--- src/rtl/adder_tree_pkg.sv ---
// Shared constants and state type for the adder-tree host and engine.
// Optional self-check is enabled in the host by ADDER_TREE_HOST_CHECK_EN.
package adder_tree_pkg;

    localparam int WORD_W  = 16;
    localparam int N_WORDS = 8;
    localparam int TIMEOUT = 64;
    localparam int DIN_W   = WORD_W * N_WORDS;

    typedef enum logic [1:0] {
        FILL,
        START,
        WAIT,
        RESP
    } state_t;

endpackage

--- src/rtl/adder_tree_host_wait_timer.sv ---
// Clearable up-counter for the host's WAIT timeout.
// Terminal count flags LIMIT-1 cycles spent waiting.
module wait_timer
    import adder_tree_pkg::*;
#(
    parameter int LIMIT = TIMEOUT
) (
    input  logic clk,
    input  logic rst,
    input  logic i_clr,
    input  logic i_en,
    output logic o_tc
);

    localparam int CW = $clog2(LIMIT);
    localparam logic [CW-1:0] TC = CW'(LIMIT - 1);

    logic [CW-1:0] r_cnt;

    always_ff @(posedge clk or posedge rst) begin
        if (rst) begin
            r_cnt <= '0;
        end else if (i_clr) begin
            r_cnt <= '0;
        end else if (i_en && !o_tc) begin
            r_cnt <= r_cnt + 1'b1;
        end
    end

    assign o_tc = (r_cnt == TC);

endmodule

--- src/rtl/adder_tree_host.sv ---
// Initiator for the adder-tree engine: packs operands, starts, awaits done.
// Define ADDER_TREE_HOST_CHECK_EN to compare the engine sum to a local sum.
module adder_tree_host
    import adder_tree_pkg::*;
#(
    parameter int WORD_W  = adder_tree_pkg::WORD_W,
    parameter int N_WORDS = adder_tree_pkg::N_WORDS,
    parameter int TIMEOUT = adder_tree_pkg::TIMEOUT
) (
    input  logic                      clk,
    input  logic                      rst,
    input  logic                      in_valid,
    output logic                      in_ready,
    input  logic [WORD_W-1:0]         in_data,
    output logic                      start,
    output logic [WORD_W*N_WORDS-1:0] din,
    input  logic                      done,
    input  logic [WORD_W-1:0]         dout,
    output logic                      res_valid,
    input  logic                      res_ready,
    output logic [WORD_W-1:0]         res_data,
    output logic                      res_err,
    output logic                      res_mismatch,
    output logic                      busy
);

    localparam int CW = (N_WORDS > 1) ? $clog2(N_WORDS) : 1;
    localparam logic [CW-1:0] LAST = CW'(N_WORDS - 1);

    state_t r_state;
    state_t w_next;

    logic [CW-1:0]             r_cnt;
    logic [WORD_W*N_WORDS-1:0] r_din;
    logic [WORD_W-1:0]         r_res_data;
    logic                      r_res_err;

    logic w_accept;
    logic w_timer_clr;
    logic w_timer_en;
    logic w_tc;

    always_ff @(posedge clk or posedge rst) begin
        if (rst) begin
            r_state <= FILL;
        end else begin
            r_state <= w_next;
        end
    end

    always_comb begin
        w_next      = r_state;
        w_accept    = 1'b0;
        w_timer_clr = 1'b0;
        w_timer_en  = 1'b0;
        unique case (r_state)
            FILL: begin
                w_accept = in_valid;
                if (in_valid && (r_cnt == LAST)) begin
                    w_next = START;
                end
            end
            START: begin
                w_timer_clr = 1'b1;
                w_next      = WAIT;
            end
            WAIT: begin
                if (done || w_tc) begin
                    w_next = RESP;
                end else begin
                    w_timer_en = 1'b1;
                end
            end
            RESP: begin
                if (res_ready) begin
                    w_next = FILL;
                end
            end
            default: w_next = FILL;
        endcase
    end

    // din only changes in FILL, so it is stable while the engine works
    always_ff @(posedge clk or posedge rst) begin
        if (rst) begin
            r_cnt      <= '0;
            r_din      <= '0;
            r_res_data <= '0;
            r_res_err  <= 1'b0;
        end else begin
            if (w_accept) begin
                r_din[r_cnt*WORD_W +: WORD_W] <= in_data;
                r_cnt <= (r_cnt == LAST) ? '0 : r_cnt + 1'b1;
            end
            if (r_state == WAIT) begin
                if (done) begin
                    r_res_data <= dout;
                    r_res_err  <= 1'b0;
                end else if (w_tc) begin
                    r_res_data <= '0;
                    r_res_err  <= 1'b1;
                end
            end
        end
    end

    wait_timer #(
        .LIMIT (TIMEOUT)
    ) u_wait_timer (
        .clk   (clk),
        .rst   (rst),
        .i_clr (w_timer_clr),
        .i_en  (w_timer_en),
        .o_tc  (w_tc)
    );

`ifdef ADDER_TREE_HOST_CHECK_EN
    logic [WORD_W-1:0] r_sum;
    logic              r_res_mis;

    always_ff @(posedge clk or posedge rst) begin
        if (rst) begin
            r_sum     <= '0;
            r_res_mis <= 1'b0;
        end else begin
            if ((r_state == RESP) && res_ready) begin
                r_sum <= '0;
            end else if (w_accept) begin
                r_sum <= r_sum + in_data;
            end
            if (r_state == WAIT) begin
                if (done) begin
                    r_res_mis <= (dout != r_sum);
                end else if (w_tc) begin
                    r_res_mis <= 1'b0;
                end
            end
        end
    end

    assign res_mismatch = r_res_mis;
`else
    assign res_mismatch = 1'b0;
`endif

    assign in_ready  = (r_state == FILL);
    assign start     = (r_state == START);
    assign busy      = (r_state == START) || (r_state == WAIT);
    assign res_valid = (r_state == RESP);
    assign res_data  = r_res_data;
    assign res_err   = r_res_err;
    assign din       = r_din;

endmodule

--- config.mk ---
export PLATFORM = sky130hd
export DESIGN_NAME = adder_tree_host
export DESIGN_NICKNAME = d
export VERILOG_FILES = /design/src/rtl/adder_tree_pkg.sv /design/src/rtl/adder_tree_host_wait_timer.sv /design/src/rtl/adder_tree_host.sv
export SDC_FILE = /design/constraint.sdc
export NUM_CORES = 1
export LEC_CHECK = 0
export BUFFER_PORTS_ARGS = -buffer_cell sky130_fd_sc_hd__buf_2
export CORE_UTILIZATION = 31
export DETAILED_ROUTE_END_ITERATION = 16
export SETUP_SLACK_MARGIN = 0.4
export SKIP_LAST_GASP = 1
export SLEW_MARGIN = 10
export SYNTH_ARGS = -nofsm -noshare
export SYNTH_HDL_FRONTEND = slang
export SYNTH_HIERARCHICAL = 1
export SYNTH_SLANG_ARGS = --single-unit
export TNS_END_PERCENT = 30
--- constraint.sdc ---
create_clock -name clk -period 13.2 [get_ports clk]
set_input_delay 0.66 -clock clk [delete_from_list [all_inputs] [get_ports clk]]
set_output_delay 0.66 -clock clk [all_outputs]
set_load 0.005 [all_outputs]
==> run metrics <==
status complete, no violations; antenna cells 0; Clock Latency Late Sink ~0.42 ns; Hold WC Path Type in2async; largest net degree at the start of global routing 78; hold bufs inserted after CTS 0; CP max FO 25; total CTS buffers 17; post-route antenna net violation count 0; number of iterations in the first detailed-routing pass 4; relative slew slack 25.9%; flop2flop setup slack 9.67 ns; critical-path cell list inv_1 -> ha_1 -> ha_1 -> or4b_1 -> or3_1 -> mux2_4; Final nets 760; worst r2r src r_cnt[0]; Switch Pwr just under 700 uW; Final Hold Viols 0; crit end category flop; static leakage about 4.7 nW; Worst VDD drop 84.4 uV; Layout area overhead 26.1%; worst hold slack 0.190 ns; Reg power frac 40.1%; first-pass GRT wire length 27.0 mm; ratio of final minimum period to clock period 26.8%; Critical Path AT 3.83 ns; Root Buffer clkbuf_16; Die Wd 150 microns; R2R cell count 6; Least-Margin Pin Slew roughly 1.1 ns; DIE AREA 22500 sq um; Wirelength per Cell 17.2 microns; Yosys reg bits 156; post-route setup TNS 0 ns; total core area approximately 21000 sq um; vias 4681; required time of the critical path around 14 ns; Worst Skew 0.0172 ns; CTS resizes 0; r2r endpoint din[8]; EDFF count, synth 0; Placed Area 8000 sq um; maximum clock insertion buffer count 2; Cell Rows 53; H-tree Lvls 4; vias per inst around 4.7; DP Wirelength ~12 mm; FF/Latch Area 3900 sq um; port bufs 185; final total power 2.00 mW; Critical Path Start Type flop; asr flop ratio synth 100%; # clock sinks 156; cells after synthesis 524; GR Overflow Total 0; max incr delay on CP 0.79 ns; Post-CTS Setup Repair Bufs 0; clock share of power 23.4%; # Max-Cap Violations 0; Iter 0 DRT Violations around 170; yosys warns 6; top post-synthesis cells by area dfrtp_1 58%, mux2_2 17%, nand2_1 3.0%; vias in the first global route ~4800; top-area cell type share of the netlist area between 50% and 60%; post-route minimum period 3.53 ns; Combinational Power Share between 30% and 40%; Reg clk slew, reported paths 0.06 ns; max frequency 283 MHz; routability cong. between 0.7 and 0.8; starting density of the core 32.0%; PD cells 233 nW/um^2; synthesized area 6790 sq um; layout cells sized above 1 around half; Multi-input gate area 2660 sq um; Top cell by count, worst path ha_1; P_int roughly 1.3 mW; design area 8560 sq um; drt total wl 17.1 mm; IO Count 187; post-synth net total 574; fin. max-slew vios 0; Top FF cell, synth dfrtp_1; initial antenna violation count 2; DRC viols 0; sw frac 34.6%; Distinct cells, synth 45; CP Class reg2reg; All-Layer GR Usage 16.0%; final setup fails 0; leading area contributor after synthesis dfrtp_1; CP max-delay cell dfrtp_1; Synth Area per Inst 12.9 sq um; sequential area share after synthesis between 50% and 60%; height of the die 150 microns; fillers 2073; Final Core Density 40.3%; CTS tree done; RSZ-0062 raised after global routing false
## through the flow
step           setup slack [ns]  cells
6_report                   9.67    998
5_1_grt                    9.44    998
4_1_cts                    9.68    998
3_5_place_dp               9.68    966
3_3_place_gp               9.77    966
2_1_floorplan              8.50    524
## sequential cells by signal, summed over array words and instances, names as in the netlist
| register | cells |
|---|---|
| din | 128 |
| res_data | 16 |
| u_wait_timer/r_cnt | 6 |
| r_cnt | 3 |
| r_state | 2 |
| res_err | 1 |
## Yosys cell counts (all sizes together) (2+ instances only)
master,n
nor4b,3
or3,2
nand3,18
a211oi,2
o21ai,4
ha,13
mux2i,16
dfrtp,156
nor3,6
nor2b,2
buf,13
inv,25
nand2b,3
nor3b,3
clkbuf,14
nor2,6
and4,3
nand4,5
and2,15
o311ai,2
nand2,55
mux2,114
a31oi,2
and3,30
## cells by family (layout without fill, tap and decap cells)
group                      after synthesis  in the layout  synth area share [%]
DFF                                    156            156                  57.5
and+or+nand+nor                        155            155                  12.4
muxes                                  130            130                  21.8
buffers and inverters                   52            251                  3.67
AOI/OAI and AO/OA                       17             17                  2.12
adders and majority gates               13             13                  2.40
other                                    1              1                0.0553
## layout make-up
class,count,share of cell area [%]
clock buffer,20,5.22
clock inverter,12,1.30
inverter,25,1.15
multi-input combinational,316,31.1
sequential,156,45.6
tap,275,4.02
timing repair buffer,194,11.6
## placed cells by master (no fill, tap or decap), drive strengths merged, types with 2 or more instances in the layout
| cell type | instances |
|---|---|
| nor3b | 3 |
| o311ai | 2 |
| o21ai | 4 |
| clkinv | 5 |
| nand2b | 3 |
| clkinvlp | 2 |
| and4 | 3 |
| nand4 | 5 |
| and2 | 15 |
| mux2 | 114 |
| clkbuf | 20 |
| or3 | 2 |
| nor2b | 2 |
| nor4b | 3 |
| dfrtp | 156 |
| nand3 | 18 |
| and3 | 30 |
| inv | 29 |
| nor2 | 6 |
| nand2 | 55 |
| a211oi | 2 |
| mux2i | 16 |
| nor3 | 6 |
| a31oi | 2 |
| ha | 13 |
| buf | 194 |
## metal layers
layer | share of wire (%) | global-route usage (%)
met1 | 46 | 21.1
met3 | 7.2 | 5.95
met5 | 0.047 | 0
met4 | 1.2 | 5.00
met2 | 46 | 24.1
## power by group through the flow
stage                     Combinational, mW  Sequential (mW)  Clock [mW]
after floorplan                       0.404            0.804           0
after detailed placement              0.743            0.808           0
final                                 0.729            0.800       0.468
after CTS                             0.744            0.803       0.483
after global placement                0.726            0.806           0
after global routing                  0.820            0.829       0.502
## critical path: cells and delay by family, from the launching register on
family        cells  cell delay, ns
simple gates      2            1.24
fa+ha+maj         2            0.73
buf+inv           1            0.21
flops             1            0.79
mux               1            0.43
## worst max path at each step
| stage | from | end | depth (start not counted) |
|---|---|---|---|
| finish | r_cnt[0] | din[8] | 6 |
| global route | r_cnt[0] | din[16] | 5 |
| global placement | r_cnt[0] | din[7] | 6 |
| floorplan | rst | din[0] | 1 |
| CTS | r_cnt[0] | din[8] | 6 |
| detailed placement | r_cnt[0] | din[0] | 6 |
(Power assumes the default switching activity.)
